**config.mk**
```make
export PLATFORM = sky130hd
export DESIGN_NAME = div_unit_flat
export DESIGN_NICKNAME = d
export VERILOG_FILES = /design/src/rtl/div_unit_if.sv /design/src/rtl/div_unit.sv /design/src/flat_wrapper.sv
export SDC_FILE = /design/constraint.sdc
export NUM_CORES = 1
export LEC_CHECK = 0
export BUFFER_PORTS_ARGS = -buffer_cell sky130_fd_sc_hd__buf_2
export CAP_MARGIN = 20
export CELL_PAD_IN_SITES_DETAIL_PLACEMENT = 1
export CELL_PAD_IN_SITES_GLOBAL_PLACEMENT = 1
export CORE_MARGIN = 3
export CORE_UTILIZATION = 39
export CTS_CLUSTER_DIAMETER = 120
export DETAILED_ROUTE_END_ITERATION = 10
export GPL_TIMING_DRIVEN = 1
export PLACE_DENSITY = 0.81
export SYNTH_ARGS = -nofsm -noshare
export SYNTH_HDL_FRONTEND = slang
export SYNTH_SLANG_ARGS = --single-unit
```
**constraint.sdc**
```tcl
create_clock -name Clk -period 6 [get_ports Clk]
set_clock_uncertainty 0.1 [all_clocks]
set_input_delay 1.2 -clock Clk [delete_from_list [all_inputs] [get_ports Clk]]
set_output_delay 1.2 -clock Clk [all_outputs]
set_load 0.02 [all_outputs]
```
**src/rtl/div_unit_if.sv**
```systemverilog
// Operand/result bundle between the control unit and the multicycle divider.
// master = control unit (drives operands and Start), slave = div_unit.
interface div_unit_if #(
  parameter int WIDTH = 32
);
  logic             Start;
  logic             Signed;
  logic [WIDTH-1:0] A;
  logic [WIDTH-1:0] B;
  logic [WIDTH-1:0] Hi;
  logic [WIDTH-1:0] Lo;
  logic             Busy;
  logic             Done;
  logic             DivZero;

  modport master (
    output Start, Signed, A, B,
    input  Hi, Lo, Busy, Done, DivZero
  );

  modport slave (
    input  Start, Signed, A, B,
    output Hi, Lo, Busy, Done, DivZero
  );
endinterface

```
**src/rtl/div_unit.sv**
```systemverilog
// Restoring DIV/DIVU unit: Lo = quotient, Hi = remainder (sign of dividend); DIV_EARLY_EXIT_EN skips RUN when |A| < |B|.
// Latency: Done in the cycle after edge WIDTH+1 from Start (divide-by-zero and early exit go straight to DONE/FIX).
// Backpressure: none; Start is accepted only in IDLE, ignored while Busy, and Done is a single-cycle pulse.
module div_unit #(
  parameter int WIDTH = 32
) (
  input  logic       Clk,
  input  logic       Reset,
  div_unit_if.slave  bus
);
  localparam int CW = (WIDTH > 1) ? $clog2(WIDTH) : 1;

  typedef enum logic [1:0] {IDLE, RUN, FIX, DONE} state_t;

  state_t           state, state_nxt;
  logic [WIDTH:0]   rem;
  logic [WIDTH-1:0] quo;
  logic [WIDTH-1:0] dvsr;
  logic [CW-1:0]    cnt;
  logic             q_neg;
  logic             r_neg;
  logic [WIDTH-1:0] hi;
  logic [WIDTH-1:0] lo;
  logic             div_zero;

  logic             a_neg;
  logic             b_neg;
  logic [WIDTH-1:0] a_mag;
  logic [WIDTH-1:0] b_mag;
  logic             b_zero;
  logic             short_op;
  logic             last_iter;
  logic [WIDTH:0]   shift;
  logic [WIDTH:0]   diff;
  logic             fits;

  // Two's-complement magnitude of the most negative value is itself, which is
  // exactly the right unsigned magnitude.
  assign a_neg  = bus.Signed & bus.A[WIDTH-1];
  assign b_neg  = bus.Signed & bus.B[WIDTH-1];
  assign a_mag  = a_neg ? -bus.A : bus.A;
  assign b_mag  = b_neg ? -bus.B : bus.B;
  assign b_zero = (bus.B == '0);

`ifdef DIV_EARLY_EXIT_EN
  assign short_op = (a_mag < b_mag);
`else
  assign short_op = 1'b0;
`endif

  assign last_iter = (cnt == CW'(WIDTH - 1));
  assign shift     = {rem[WIDTH-1:0], quo[WIDTH-1]};
  assign diff      = shift - {1'b0, dvsr};
  assign fits      = (shift >= {1'b0, dvsr});

  always_ff @(posedge Clk) begin
    if (Reset) state <= IDLE;
    else       state <= state_nxt;
  end

  always_comb begin
    state_nxt = state;
    bus.Busy  = 1'b1;
    bus.Done  = 1'b0;
    case (state)
      IDLE: begin
        bus.Busy = 1'b0;
        if (bus.Start) begin
          if (b_zero)        state_nxt = DONE;
          else if (short_op) state_nxt = FIX;
          else               state_nxt = RUN;
        end
      end
      RUN:  if (last_iter) state_nxt = FIX;
      FIX:  state_nxt = DONE;
      DONE: begin
        bus.Done  = 1'b1;
        state_nxt = IDLE;
      end
      default: state_nxt = IDLE;
    endcase
  end

  always_ff @(posedge Clk) begin
    if (Reset) begin
      rem      <= '0;
      quo      <= '0;
      dvsr     <= '0;
      cnt      <= '0;
      q_neg    <= 1'b0;
      r_neg    <= 1'b0;
      hi       <= '0;
      lo       <= '0;
      div_zero <= 1'b0;
    end else begin
      case (state)
        IDLE: begin
          if (bus.Start) begin
            if (b_zero) begin
              div_zero <= 1'b1;
            end else begin
              div_zero <= 1'b0;
              dvsr     <= b_mag;
              q_neg    <= a_neg ^ b_neg;
              r_neg    <= a_neg;
              cnt      <= '0;
              if (short_op) begin
                quo <= '0;
                rem <= {1'b0, a_mag};
              end else begin
                quo <= a_mag;
                rem <= '0;
              end
            end
          end
        end
        // One restoring step per cycle; the extra rem bit keeps the shifted-out carry.
        RUN: begin
          rem <= fits ? diff : shift;
          quo <= {quo[WIDTH-2:0], fits};
          cnt <= cnt + CW'(1);
        end
        FIX: begin
          lo <= q_neg ? -quo : quo;
          hi <= r_neg ? -rem[WIDTH-1:0] : rem[WIDTH-1:0];
        end
        default: ;
      endcase
    end
  end

  assign bus.Hi      = hi;
  assign bus.Lo      = lo;
  assign bus.DivZero = div_zero;
endmodule

```
**src/flat_wrapper.sv**
```systemverilog
// flat-port wrapper written by rule: the top's interface ports become plain ports
module div_unit_flat 
#(
  parameter int WIDTH = 32
)
  (Clk, Reset, bus_Start, bus_Signed, bus_A, bus_B, bus_Hi, bus_Lo, bus_Busy, bus_Done, bus_DivZero);
  div_unit_if #(.WIDTH(WIDTH)) bus_i ();
  input  logic Clk;
  input  logic Reset;
  input wire logic [$bits(bus_i.Start)-1:0] bus_Start;
  input wire logic [$bits(bus_i.Signed)-1:0] bus_Signed;
  input wire logic [$bits(bus_i.A)-1:0] bus_A;
  input wire logic [$bits(bus_i.B)-1:0] bus_B;
  output wire logic [$bits(bus_i.Hi)-1:0] bus_Hi;
  output wire logic [$bits(bus_i.Lo)-1:0] bus_Lo;
  output wire logic [$bits(bus_i.Busy)-1:0] bus_Busy;
  output wire logic [$bits(bus_i.Done)-1:0] bus_Done;
  output wire logic [$bits(bus_i.DivZero)-1:0] bus_DivZero;
  assign bus_i.Start = bus_Start;
  assign bus_i.Signed = bus_Signed;
  assign bus_i.A = bus_A;
  assign bus_i.B = bus_B;
  assign bus_Hi = bus_i.Hi;
  assign bus_Lo = bus_i.Lo;
  assign bus_Busy = bus_i.Busy;
  assign bus_Done = bus_i.Done;
  assign bus_DivZero = bus_i.DivZero;
  div_unit #(.WIDTH(WIDTH)) u_core (.Clk(Clk), .Reset(Reset), .bus(bus_i));
endmodule
```
* Word-level counts from Yosys, hierarchy flattened
Index checks and enable logic that the tools add are counted.
Operators by class: bitwise gates (word level) 4, reductions and logical operators 7, equality and inequality tests 7, add/sub/neg operators 6, muxes and demuxes 21, order comparisons 1
Operators with widths (number):
- 32-bit two-way mux | 9
- 32-bit negation | 4
- 32-bit case mux with 2 select lines | 2
- 33-bit by 32-bit >= comparator with 1-bit output | 1
- 32-bit zero test | 1
- 32-bit subtractor | 1
- 5-bit two-way mux | 2
- 5-bit case mux with 2 select lines | 1
- 2-bit case mux with 4 select lines | 1
- 2-bit two-way mux | 3
- 3-bit AND reduction | 2
- 5-bit by 1-bit adder with 5-bit output, second input constant | 1
- 5-bit equality test, second input constant | 1
- 2-bit equality test, second input constant | 2
- 2-bit inequality test, second input constant | 2
- 2-bit AND reduction | 2
- 1-bit two-way mux | 3
- 1-bit bitwise AND | 2
- 2-bit by 1-bit equality test with 1-bit output, second input constant | 1
- 2-bit zero test | 1
- 2-bit by 1-bit inequality test with 1-bit output, second input constant | 1
- 2-bit nonzero test | 1
- 1-bit inverter | 1
- 1-bit XOR | 1
Storage, ports and cells: word-level logic and storage cells 56, register bits after elaboration 170, input bits 68, output and inout port bits 67

* Longest topological paths before layout
word-level depth 5, mapped depth 12, mapped depth without buffers 12

* Worst setup path before layout
No wires, ideal clock.
kind input -> register, start point input bus_B[10], end point register u_core.rem[20], library setup time 120 ps, path buffers 3, data required time 5780 ps, slack 2266 ps, data arrival time 3514 ps, stages 10, path through or4_4 > or4_1 > buf_2 > nor4_4 > a21o_1 > buf_6 > a211oi_4 > buf_6 > and3_1 > a211o_1
Between the ends: cells in the longest elaborated chain, start to end 3
RTL lines:
- start, declared | RTL line flat_wrapper.sv:13 | input wire logic [$bits(bus_i.B)-1:0] bus_B;
- 32-bit zero test | RTL line div_unit.sv:43 | assign b_zero = (bus.B == '0);
- 2-bit inequality test (no source line)
- 3-bit AND reduction (no source line)
- end signal, assigned | RTL line div_unit.sv:109 | rem <= {1'b0, a_mag};
- end signal, assigned | RTL line div_unit.sv:119 | rem <= fits ? diff : shift;
- end, declared | RTL line div_unit.sv:16 | logic [WIDTH:0] rem;
Every way passes these cells. A chain may end at the register's enable or synchronous reset.

* Worst setup path in the final report
start point input bus_B[8], end point register u_core.rem[2]
Same word-level chain as after synthesis.

==> reports/qor.log <==
[drt] drt first-iter violations 630
[worst_setup_path] CP Launch Type primary input
[synth] fraction of synthesis flops using an asynchronous set or reset pin 0
[worst_setup_path] sequence of cells on the critical path buf_2 > or4_4 > or4_1 > nor4_4 > a21o_1 > buf_4 > o21ai_4 > nor2_4 > nand2_1 > o21ai_0
[synth] synth top area cells dfxtp_1, xor2_1, a211oi_1, ha_1, nor2_1
[timing] max_slew headroom 0.312
[synth] number of synthesized flops with an enable pin 0
[pwr] total leakage power 5.06 nW
[layout] number of nets at the end of the flow 1548
[synth] sequential area share after synthesis 0.314
[floorplan] die outline height 173 um
[clocking] buffer cell driving the clock tree root clkbuf_16
[global_routing] largest net degree at the start of global routing 97
[worst_setup_path] critical path's slowest cell nor2_4
[floorplan] die area 29800 um^2
[synth] largest area contributor in the netlist dfxtp_1
[timing] worst-margin pin slew 1.03 ns
[layout] Inserted Diodes 0
[hold_path] classification of the worst-slack hold path reg -> reg
[drt] average wire length per cell after detail routing 18.2 um
[worst_setup_path] critical path peak fanout 36
[clocking] deepest level of the CTS H-tree 4
[placed_design] minimum setup slack after placement 0.987 ns
[timing] count of final hold-check violations 0
[pwr] Total Power Consumption 0.00525 W
[synth] count of mapped cells out of synthesis 1359
[layout] post-layout util 0.457
[floorplan] floorplan row count 60
[pwr] power density cells 424 nW/um^2
[outcome] status finished, final reports clean
[placed_design] detailed-placement wirelength estimate 24400 um
[clocking] CTS tree yes
[clocking] Resized cells post-CTS 0
[pwr] proportion of power drawn by combinational gates 0.460
[global_routing] total grt overflow 0
[synth] syn_nets 1471
[clocking] Post CTS Setup Buffer Count 0
[global_routing] Total Routing Usage GR 0.218
[drt] wire length reported by the detailed router 33200 um
[pwr] sequential share of power 0.316
[clocking] clock edge transition at the registers on the reported setup and hold paths 0.07 ns
[synth] number of distinct standard cells referenced by the synthesized netlist 67
[clocking] number of CTS-inserted buffers 17
[timing] max frequency 215 MHz
[clocking] worst skew pair latency 0.44 ns
[floorplan] overall die width 173 um
[pwr] Max IR drop VDD 0.239 mV
[synth] Ys Warns 0
[global_routing] global-route wire length before repair 54500 um
[flow_run] count of max-cap constraint violations 0
[synth] flop and latch count out of synthesis 170
[pwr] internal portion of total power 0.00292 W
[timing] unrepaired setup endpoints after global routing no
[worst_setup_path] reg2reg setup slack 2.14 ns
[pwr] switching part of the total 0.443
[timing] period utilization 0.776
[placed_design] count of buffers from port buffering 134
[synth] post-synth design cell area 10800 um^2
[timing] smallest hold slack 0.354 ns
[drt] DRT Pass-1 Iters 5
[timing] Pins Over Slew Limit 0
[global_routing] antenna violations before repair 0
[floorplan] I/O pin total 135
[pwr] clock share of power 0.224
[timing] final worst slack 1.34 ns
[timing] clock period minus final worst setup slack 4.66 ns
[floorplan] effective utilization at floorplan 0.400
[worst_setup_path] biggest cell delay along the critical path 0.76 ns
[placed_design] RePlAce Congestion 0.905
[global_routing] vias in the first global route 10300
[drt] Vias per Instance 5.69
[synth] synthesized area per cell 7.98 um^2
[clocking] number of hold buffers added after CTS 0
[worst_setup_path] endpoint kind of the worst setup timing path register
[synth] commonest register cell after synthesis dfxtp_1
[pwr] net switching component of the power 0.00232 W
[layout] share of layout cells above drive strength 1 0.139
[worst_setup_path] critical path data arrival time 4.90 ns
[worst_setup_path] required time of the critical path 6.24 ns
[layout] Area Overhead vs Synth 14.2%
[timing] number of failing setup endpoints in the final timing report 0
[drt] total via count in the routed design 10400
[drt] total DRC errors in the routed layout 0
[drt] antenna viol nets, final 0
[clocking] maximum root-to-sink buffer count 2
[clocking] TritonCTS Sinks 170
[worst_setup_path] worst setup path class in -> reg
[floorplan] area inside the core boundary 27100 um^2
[timing] accumulated negative setup slack 0 ns
[synth] share of the synthesized area in the top cell type 0.314
## synth_stat cells, types with 4 or more instances
library cell	count
a21o_1	17
o21ai_1	6
a32oi_1	17
nor4_1	12
a211o_1	4
or2_2	4
buf_1	4
mux2i_1	25
a21oi_1	88
nor2_1	141
a211oi_1	96
ha_1	43
xor2_1	92
o41ai_1	18
or4_1	15
o21bai_1	6
clkbuf_1	61
nor3_1	22
o31ai_1	33
a31oi_1	11
or3_1	13
xnor2_1	54
buf_2	16
nand2_1	121
nor2b_1	7
nand4_1	11
dfxtp_1	170
o21ai_0	74
nand2b_1	8
o221a_2	7
nand3_1	28
inv_1	63
and2_1	7
and3_1	6
o211ai_1	12
## per-stage QoR
stage               cells  instance area, um^2
floorplan            1359                10800
global placement     1786                11700
detailed placement   1787                11700
CTS                  1819                12300
global route         1821                12400
finish               1821                12400
## logic make-up after synthesis
kind of cell             Yosys count  synth area share
AO/OA/AOI/OAI                    415             0.260
XOR/XNOR                         146             0.118
adder cells (fa/ha/maj)           44            0.0515
buffers and inverters            148            0.0547
flip-flops                       170             0.314
multiplexers                      26            0.0241
AND/OR/NAND/NOR                  410             0.178
## sequential cells by signal (all words and copies together), names as in the netlist
| name | count |
|---|---|
| u_core.quo | 32 |
| u_core.bus.DivZero | 1 |
| u_core.state | 2 |
| u_core.cnt | 5 |
| u_core.bus.Hi | 32 |
| u_core.r_neg | 1 |
| u_core.q_neg | 1 |
| u_core.bus.Lo | 32 |
| u_core.rem | 32 |
| u_core.dvsr | 32 |
## routing by layer
layer	vias up	part of all wire	global-route usage
li1	5094	-	-
met1	5006	0.49	0.315
met2	231	0.45	0.345
met3	22	0.043	0.0327
met4	0	0.0099	0.0456
met5	-	0	0
## cell usage in the layout (no fill, tap or decap), drive strengths merged, types with 19 or more instances in the layout
cell type and count:
dfxtp 170, buf 143, nor2 142, nand2 121, a211oi 97, xor2 92, a21oi 89, o21ai 81
inv 70, xnor2 54, ha 43, o31ai 33, nand3 28, mux2i 25, nor3 23, o41ai 19
## layout make-up
class | instances | area (um^2)
Multi-Input combinational cell | 1041 | 6880
Sequential cell | 170 | 3400
Tap cell | 372 | 465
Inverter | 63 | 236
Timing Repair Buffer | 143 | 781
Clock inverter | 15 | 186
Clock buffer | 17 | 425
Fill cell | 3330 | 14700
## critical path: cells and delay by family
kind | cells | cell delay [ns]
and+or+nand+nor | 5 | 2.54
AOI/OAI and AO/OA | 3 | 0.67
buffers and inverters | 2 | 0.42
## worst paths after layout
kind	from	endpoint	cells past startpoint
worst max-delay path	bus_B[8]	u_core.rem[2]$_SDFFE_PP0P_	10
worst max register to register	u_core.rem[0]$_SDFFE_PP0P_	u_core.rem[2]$_SDFFE_PP0P_	10
worst min-delay path	u_core.bus.Hi[29]$_SDFFE_PP0P_	u_core.bus.Hi[29]$_SDFFE_PP0P_	2
worst min register to register	u_core.bus.Hi[29]$_SDFFE_PP0P_	u_core.bus.Hi[29]$_SDFFE_PP0P_	2
## power by group through the flow
stage	clock [W]	sequential, W	combinational [W]
after global routing	0.00124	0.00170	0.00268
final	0.00118	0.00166	0.00242
after CTS	0.00119	0.00166	0.00240
after global placement	0	0.00167	0.00230
after detailed placement	0	0.00169	0.00236
after floorplan	0	0.00178	0.00160
(Power assumes the default switching activity.)
